<file path="src/rtl/cpu_ctrl_fsm_p_pkg.sv">
// Shared types for the multi-cycle controller: opcodes, branch conditions, FSM states, ALU ops.
// Bus-select offsets for IR/G/DIN sit just above the register range, so they depend on NREG.
package cpu_ctrl_pkg;

  typedef enum logic [2:0] {
    OP_MV  = 3'd0,
    OP_MVT = 3'd1,
    OP_ADD = 3'd2,
    OP_SUB = 3'd3,
    OP_LD  = 3'd4,
    OP_ST  = 3'd5,
    OP_AND = 3'd6,
    OP_BRN = 3'd7
  } opcode_e;

  typedef enum logic [2:0] {
    C_AL = 3'd0,
    C_EQ = 3'd1,
    C_NE = 3'd2,
    C_CC = 3'd3,
    C_CS = 3'd4,
    C_PL = 3'd5,
    C_MI = 3'd6,
    C_LT = 3'd7
  } cond_e;

  typedef enum logic [2:0] {
    S_IDLE = 3'd0,
    S_F0   = 3'd1,
    S_F1   = 3'd2,
    S_T3   = 3'd3,
    S_T4   = 3'd4,
    S_MW   = 3'd5,
    S_T5   = 3'd6
  } state_e;

  localparam logic [1:0] ALU_ADDSUB = 2'b00;
  localparam logic [1:0] ALU_AND    = 2'b01;

  function automatic int sel_ir(input int nreg);
    return nreg;
  endfunction

  function automatic int sel_g(input int nreg);
    return nreg + 1;
  endfunction

  function automatic int sel_din(input int nreg);
    return nreg + 2;
  endfunction

endpackage

</file>
<file path="src/rtl/cpu_ctrl_fsm_p_if.sv">
// Controller <-> datapath bundle: decode inputs and memory handshake in, control strobes out.
// The master side is the controller; the slave side is the datapath/memory.
interface cpu_ctrl_fsm_p_if #(
  parameter int DATA_W = 16,
  parameter int NREG   = 8
);
  localparam int SEL_W = $clog2(NREG + 3);

  logic [DATA_W-1:0] ir;
  logic [3:0]        flags;
  logic              mem_ready;
  logic [SEL_W-1:0]  sel;
  logic [NREG-1:0]   reg_ld;
  logic              ir_ld;
  logic              a_ld;
  logic              g_ld;
  logic              flag_ld;
  logic              addr_ld;
  logic              dout_ld;
  logic              pc_incr;
  logic              add_sub;
  logic [1:0]        op;
  logic              mem_rd;
  logic              mem_wr;
  logic              done;

  modport master (
    input  ir, flags, mem_ready,
    output sel, reg_ld, ir_ld, a_ld, g_ld, flag_ld, addr_ld, dout_ld,
           pc_incr, add_sub, op, mem_rd, mem_wr, done
  );

  modport slave (
    output ir, flags, mem_ready,
    input  sel, reg_ld, ir_ld, a_ld, g_ld, flag_ld, addr_ld, dout_ld,
           pc_incr, add_sub, op, mem_rd, mem_wr, done
  );

endinterface

</file>
<file path="src/rtl/cpu_ctrl_fsm_p_branch.sv">
// Branch condition evaluator: cond field x {c,v,n,z} -> taken, purely combinational.
// Condition 7 is signed less-than, i.e. n xor v after a compare.
module cpu_branch_cond
  import cpu_ctrl_pkg::*;
(
  input  cond_e      cond,
  input  logic [3:0] flags,
  output logic       taken
);

  logic c, v, n, z;
  assign {c, v, n, z} = flags;

  always_comb begin
    taken = 1'b0;
    case (cond)
      C_AL: taken = 1'b1;
      C_EQ: taken = z;
      C_NE: taken = ~z;
      C_CC: taken = ~c;
      C_CS: taken = c;
      C_PL: taken = ~n;
      C_MI: taken = n;
      C_LT: taken = n ^ v;
      default: taken = 1'b0;
    endcase
  end

endmodule

</file>
<file path="src/rtl/cpu_ctrl_fsm_p.sv">
// Multi-cycle control FSM: 3..6 cycles per instruction with zero-wait memory, +1 per wait cycle.
// Memory strobes are held until mem_ready; run=0 only takes effect once the current instruction is done.
module cpu_ctrl_fsm_p #(
  parameter int DATA_W = 16,
  parameter int NREG   = 8
) (
  input  logic             clk,
  input  logic             reset_n,
  input  logic             run,
  cpu_ctrl_fsm_p_if.master bus
);
  import cpu_ctrl_pkg::*;

  localparam int REG_AW = $clog2(NREG);
  localparam int SEL_W  = $clog2(NREG + 3);

  localparam logic [SEL_W-1:0] SEL_PC  = SEL_W'(NREG - 1);
  localparam logic [SEL_W-1:0] SEL_IR  = SEL_W'(sel_ir(NREG));
  localparam logic [SEL_W-1:0] SEL_G   = SEL_W'(sel_g(NREG));
  localparam logic [SEL_W-1:0] SEL_DIN = SEL_W'(sel_din(NREG));
  localparam logic [NREG-1:0]  PC_OH   = {1'b1, {(NREG-1){1'b0}}};

  state_e            state, state_nx;
  opcode_e           opc;
  logic              imm;
  logic [REG_AW-1:0] rx, ry;
  logic [SEL_W-1:0]  operand;
  logic [NREG-1:0]   rx_oh;
  logic [1:0]        alu_op;
  logic              taken;
  logic              unused_ir;

  assign opc       = opcode_e'(bus.ir[DATA_W-1 -: 3]);
  assign imm       = bus.ir[DATA_W-4];
  assign rx        = bus.ir[DATA_W-5 -: REG_AW];
  assign ry        = bus.ir[REG_AW-1:0];
  assign operand   = imm ? SEL_IR : SEL_W'(ry);
  assign rx_oh     = NREG'(1) << rx;
  assign alu_op    = (opc == OP_AND) ? ALU_AND : ALU_ADDSUB;
  assign unused_ir = ^bus.ir;

  cpu_branch_cond u_cond (
    .cond  (cond_e'(rx[2:0])),
    .flags (bus.flags),
    .taken (taken)
  );

  always_ff @(posedge clk) begin
    if (!reset_n) state <= S_IDLE;
    else          state <= state_nx;
  end

  always_comb begin
    state_nx    = state;
    bus.sel     = '0;
    bus.reg_ld  = '0;
    bus.ir_ld   = 1'b0;
    bus.a_ld    = 1'b0;
    bus.g_ld    = 1'b0;
    bus.flag_ld = 1'b0;
    bus.addr_ld = 1'b0;
    bus.dout_ld = 1'b0;
    bus.pc_incr = 1'b0;
    bus.add_sub = 1'b0;
    bus.op      = ALU_ADDSUB;
    bus.mem_rd  = 1'b0;
    bus.mem_wr  = 1'b0;
    bus.done    = 1'b0;

    case (state)
      S_IDLE: if (run) state_nx = S_F0;

      S_F0: begin
        bus.sel     = SEL_PC;
        bus.addr_ld = 1'b1;
        bus.pc_incr = 1'b1;
        state_nx    = S_F1;
      end

      S_F1: begin
        bus.mem_rd = 1'b1;
        if (bus.mem_ready) begin
          bus.ir_ld = 1'b1;
          state_nx  = S_T3;
        end
      end

      S_T3: begin
        case (opc)
          OP_MV, OP_MVT: begin
            bus.sel    = (opc == OP_MVT) ? SEL_IR : operand;
            bus.reg_ld = rx_oh;
            bus.done   = 1'b1;
          end
          OP_ADD, OP_SUB, OP_AND: begin
            bus.sel  = SEL_W'(rx);
            bus.a_ld = 1'b1;
            state_nx = S_T4;
          end
          OP_LD, OP_ST: begin
            bus.sel     = SEL_W'(ry);
            bus.addr_ld = 1'b1;
            state_nx    = S_T4;
          end
          default: begin
            // BRN: stage PC into A; a not-taken branch retires here
            bus.sel  = SEL_PC;
            bus.a_ld = 1'b1;
            if (taken) state_nx = S_T4;
            else       bus.done = 1'b1;
          end
        endcase
      end

      S_T4: begin
        case (opc)
          OP_ADD, OP_SUB, OP_AND: begin
            bus.sel     = operand;
            bus.g_ld    = 1'b1;
            bus.flag_ld = 1'b1;
            bus.op      = alu_op;
            bus.add_sub = (opc == OP_SUB);
            state_nx    = S_T5;
          end
          OP_BRN: begin
            bus.sel  = SEL_IR;
            bus.g_ld = 1'b1;
            state_nx = S_T5;
          end
          OP_LD, OP_ST: state_nx = S_MW;
          default:      state_nx = S_T5;
        endcase
      end

      S_MW: begin
        // dout_ld is repeated each wait cycle so RX stays latched until the write lands
        if (opc == OP_ST) begin
          bus.sel     = SEL_W'(rx);
          bus.dout_ld = 1'b1;
          bus.mem_wr  = 1'b1;
          bus.done    = bus.mem_ready;
        end else begin
          bus.mem_rd = 1'b1;
          if (bus.mem_ready) state_nx = S_T5;
        end
      end

      S_T5: begin
        case (opc)
          OP_ADD, OP_SUB, OP_AND: begin
            bus.sel    = SEL_G;
            bus.reg_ld = rx_oh;
            bus.op     = alu_op;
          end
          OP_LD: begin
            bus.sel    = SEL_DIN;
            bus.reg_ld = rx_oh;
          end
          OP_BRN: begin
            bus.sel    = SEL_G;
            bus.reg_ld = PC_OH;
          end
          default: bus.sel = '0;
        endcase
        bus.done = 1'b1;
      end

      default: state_nx = S_IDLE;
    endcase

    if (bus.done) state_nx = run ? S_F0 : S_IDLE;
  end

endmodule

</file>
<file path="src/flat_wrapper.sv">
// flat-port wrapper written by rule: the top's interface ports become plain ports
module cpu_ctrl_fsm_p_flat import cpu_ctrl_pkg::*;
#(
  parameter int DATA_W = 16,
  parameter int NREG   = 8
)
  (clk, reset_n, run, bus_ir, bus_flags, bus_mem_ready, bus_sel, bus_reg_ld, bus_ir_ld, bus_a_ld, bus_g_ld, bus_flag_ld, bus_addr_ld, bus_dout_ld, bus_pc_incr, bus_add_sub, bus_op, bus_mem_rd, bus_mem_wr, bus_done);
  cpu_ctrl_fsm_p_if #(.DATA_W(DATA_W), .NREG(NREG)) bus_i ();
  input  logic clk;
  input  logic reset_n;
  input  logic run;
  input wire logic [$bits(bus_i.ir)-1:0] bus_ir;
  input wire logic [$bits(bus_i.flags)-1:0] bus_flags;
  input wire logic [$bits(bus_i.mem_ready)-1:0] bus_mem_ready;
  output wire logic [$bits(bus_i.sel)-1:0] bus_sel;
  output wire logic [$bits(bus_i.reg_ld)-1:0] bus_reg_ld;
  output wire logic [$bits(bus_i.ir_ld)-1:0] bus_ir_ld;
  output wire logic [$bits(bus_i.a_ld)-1:0] bus_a_ld;
  output wire logic [$bits(bus_i.g_ld)-1:0] bus_g_ld;
  output wire logic [$bits(bus_i.flag_ld)-1:0] bus_flag_ld;
  output wire logic [$bits(bus_i.addr_ld)-1:0] bus_addr_ld;
  output wire logic [$bits(bus_i.dout_ld)-1:0] bus_dout_ld;
  output wire logic [$bits(bus_i.pc_incr)-1:0] bus_pc_incr;
  output wire logic [$bits(bus_i.add_sub)-1:0] bus_add_sub;
  output wire logic [$bits(bus_i.op)-1:0] bus_op;
  output wire logic [$bits(bus_i.mem_rd)-1:0] bus_mem_rd;
  output wire logic [$bits(bus_i.mem_wr)-1:0] bus_mem_wr;
  output wire logic [$bits(bus_i.done)-1:0] bus_done;
  assign bus_i.ir = bus_ir;
  assign bus_i.flags = bus_flags;
  assign bus_i.mem_ready = bus_mem_ready;
  assign bus_sel = bus_i.sel;
  assign bus_reg_ld = bus_i.reg_ld;
  assign bus_ir_ld = bus_i.ir_ld;
  assign bus_a_ld = bus_i.a_ld;
  assign bus_g_ld = bus_i.g_ld;
  assign bus_flag_ld = bus_i.flag_ld;
  assign bus_addr_ld = bus_i.addr_ld;
  assign bus_dout_ld = bus_i.dout_ld;
  assign bus_pc_incr = bus_i.pc_incr;
  assign bus_add_sub = bus_i.add_sub;
  assign bus_op = bus_i.op;
  assign bus_mem_rd = bus_i.mem_rd;
  assign bus_mem_wr = bus_i.mem_wr;
  assign bus_done = bus_i.done;
  cpu_ctrl_fsm_p #(.DATA_W(DATA_W), .NREG(NREG)) u_core (.clk(clk), .reset_n(reset_n), .run(run), .bus(bus_i));
endmodule
</file>
<file path="config.mk">
export PLATFORM = sky130hd
export DESIGN_NAME = cpu_ctrl_fsm_p_flat
export DESIGN_NICKNAME = d
export VERILOG_FILES = /design/src/rtl/cpu_ctrl_fsm_p_pkg.sv /design/src/rtl/cpu_ctrl_fsm_p_if.sv /design/src/rtl/cpu_ctrl_fsm_p_branch.sv /design/src/rtl/cpu_ctrl_fsm_p.sv /design/src/flat_wrapper.sv
export SDC_FILE = /design/constraint.sdc
export NUM_CORES = 1
export LEC_CHECK = 0
export BUFFER_PORTS_ARGS = -buffer_cell sky130_fd_sc_hd__buf_2
export CAP_MARGIN = 5
export CORE_MARGIN = 2
export CORE_UTILIZATION = 43
export DETAILED_ROUTE_END_ITERATION = 10
export PLACE_DENSITY_LB_ADDON = 0.15
export SLEW_MARGIN = 25
export SYNTH_ARGS = -nofsm -noshare
export SYNTH_HDL_FRONTEND = slang
export SYNTH_SLANG_ARGS = --single-unit
</file>
<file path="constraint.sdc">
create_clock -name clk -period 1.8 [get_ports clk]
set_input_delay 0 -clock clk [delete_from_list [all_inputs] [get_ports clk]]
set_output_delay 0 -clock clk [all_outputs]
set_load 0.02 [all_outputs]
</file>
==> qor.yml <==
run_status:
  status: "finished clean"
detailed_routing:
  firstDrtPassIters: 4
  via_per_inst: 5.45
  wl_per_cell_um: 11.4
  num_vias: 997
  first_iter_violations: 11
  final_antenna_net_count: 0
  routed_wl_um: 2090
  drc_errors: 0
worst_setup_path:
  crit_end: "bus_sel[2]"
  crit_start: "u_core.state[2]"
  rrSetupSlack_ns: 0.38
  arrival_ns: 1.71
  critical_path.max_fanout: 5
  end_kind: "output port"
  ff2ff_path_depth: 6
  start_kind: "flop"
  rr_endpoint: "u_core.state[1]"
  criticalPathCategory: "reg -> out"
  crit_required_ns: 1.80
  r2r_start: "u_core.state[1]"
global_routing:
  grt.total_usage_pct: 18.7
  antenna_found_initial: 0
  globalRouteOverflowTotal: 0
  first_global_vias: 778
  grt_max_degree: 19
  grt_pass1_wl_um: 3170
final_layout:
  regMostFlops: "u_core.state"
  top_regs: "u_core.state x3"
  final_core_util_pct: 57.4
  layout-drive-gt1-share_pct: 41.1
  diodes: 0
  largest_reg_flops: 3
  final_nets: 183
  syn2layout_area_growth_pct: 23.3
floorplan:
  start_util_pct: 46.5
  fp-row-count: 15
  ioPinCount: 49
  die_x_um: 47.7
  die_area_sq_um: 2270
  coreArea_sq_um: 1760
  die-height_um: 47.7
timing:
  final.setup.tns_ns: 0
  skew_ns: 0.00453
  setup_violations: 0
  min_period_ns: 1.71
  min_period_over_period_pct: 94.7
  timing.fmax_mhz: 586
  hold_viol: 0
  slew_viol_final: 0
logic_synthesis:
  ys_async_sr_fraction_pct: 0
  syn_inst: 121
  synth_edf_count: 0
  yosysSeqAreaShare_pct: 7.32
  synth_area_sq_um: 821
  synth_ff_type: "dfxtp_1"
  ys_seq_elements: 3
  synth_area_per_cell_sq_um: 6.78
  ys_warn_count: 0
  syn_nets: 145
  ys_types: 47
min_path:
  hold_path_class: "in -> reg"
clock_network:
  clock_sinks: 3
  clock_latency_ns: 0.24
  hold_buffers: 0
  clk_pin_slew_worst_paths_ns: 0.04
  clock_path_buffers: 2
  htree_levels: 1
  root_buffer: "clkbuf_4"
  cts_buffers: 3
  cts_tree: "yes"
placement:
  dp_hpwl_um: 1640
  io_buffers: 41
  gp_congestion: 0.815
power_and_ir_drop:
  cellLeakagePower_nw: 0.527
  pwr_density_cell_nw_per_um2: 438
  vdd_drop_max_v: 0.000476
run:
  drv_cap: 0
## worst min-delay path by stage
stage          from              end  slack, ns  cells past startpoint
2_1_floorplan   run  u_core.state[0]       0.14                      2
3_5_place_dp    run  u_core.state[0]       0.27                      3
4_1_cts         run  u_core.state[0]       0.02                      3
5_1_grt         run  u_core.state[0]       0.02                      3
6_report        run  u_core.state[0]       0.01                      3
3_3_place_gp    run  u_core.state[0]       0.27                      3
## synth_stat cells, types with 2 or more instances
library cell / instances / area share, %
nand3b_1: 2 / 1.8
inv_1: 5 / 2.3
nand3_1: 2 / 1.2
mux2i_1: 2 / 2.4
nand2_1: 10 / 4.6
a221o_1: 2 / 2.4
or3_1: 2 / 1.5
buf_4: 2 / 1.8
o21ai_0: 11 / 6.7
nor2_1: 16 / 7.3
nor3b_1: 2 / 1.8
dfxtp_1: 3 / 7.3
nor2b_1: 2 / 1.5
clkbuf_8: 2 / 3.4
buf_6: 6 / 8.2
o211ai_1: 3 / 2.7
a21oi_1: 6 / 3.7
nand2b_1: 7 / 5.3
inv_2: 2 / 0.91
nor3_1: 7 / 4.3
## worst max-delay path, stage by stage (launching register included)
cell,delay [ns]
dfxtp_1,0.34
and2b_4,0.27
nand2_2,0.07
or3_4,0.39
o31ai_4,0.08
a22o_2,0.18
buf_2,0.15
## final cells by class
class | instances | area, sq um
Fill cell | 194 | 752
Multi-Input combinational cell | 99 | 628
Timing Repair Buffer | 45 | 238
Sequential cell | 3 | 62.6
Tap cell | 25 | 31.3
Clock buffer | 4 | 26.3
Inverter | 7 | 26.3
## through the flow
stage	cells	power (W)	area, sq um	worst slack (ns)	hold WS, ns
finish	183	0.000443	1010	0.0948	0.0126
global route	183	0.000486	1010	-0.00332	0.0157
CTS	182	0.000445	986	0.0244	0.0152
detailed placement	178	0.000314	960	0.290	0.269
global placement	178	0.000312	960	0.288	0.270
floorplan	121	0.000271	821	0.314	0.139
## where the power goes
part | switching, W | internal (W)
logic | 0.000132 | 0.0000990
registers | 0.0000145 | 0.0000746
clock network | 0.0000399 | 0.0000834
## cells by family after synthesis
group,Yosys count,synth area share (%)
flops,3,7.32
other cells,1,0.457
compound gates,35,30.0
simple gates,61,41.9
buf+inv,19,17.8
mux,2,2.44
## what timing repair did
action	4_1_cts	5_1_grt
endpoints found under the setup margin	0	9
resized for setup	0	5
setup buffers	0	1
## placed cells by master, fill, tap and decap left out, types with 3 or more instances in the layout
| cell type | netlist | layout |
|---|---|---|
| buf_2 | 1 | 40 |
| nor2_1 | 16 | 16 |
| o21ai_0 | 11 | 11 |
| nand2_1 | 10 | 10 |
| nand2b_1 | 7 | 7 |
| nor3_1 | 7 | 7 |
| a21oi_1 | 6 | 6 |
| inv_1 | 5 | 5 |
| buf_4 | 2 | 5 |
| o211ai_1 | 3 | 3 |
| clkbuf_4 | 0 | 3 |
## metal layers
layer  global-route usage, %  part of all wire, %
met5                       0                    0
met4                    4.86                    0
met3                    1.13                  6.7
met2                    32.8                   46
met1                    24.6                   47
Power figures use the tool's default switching activity.
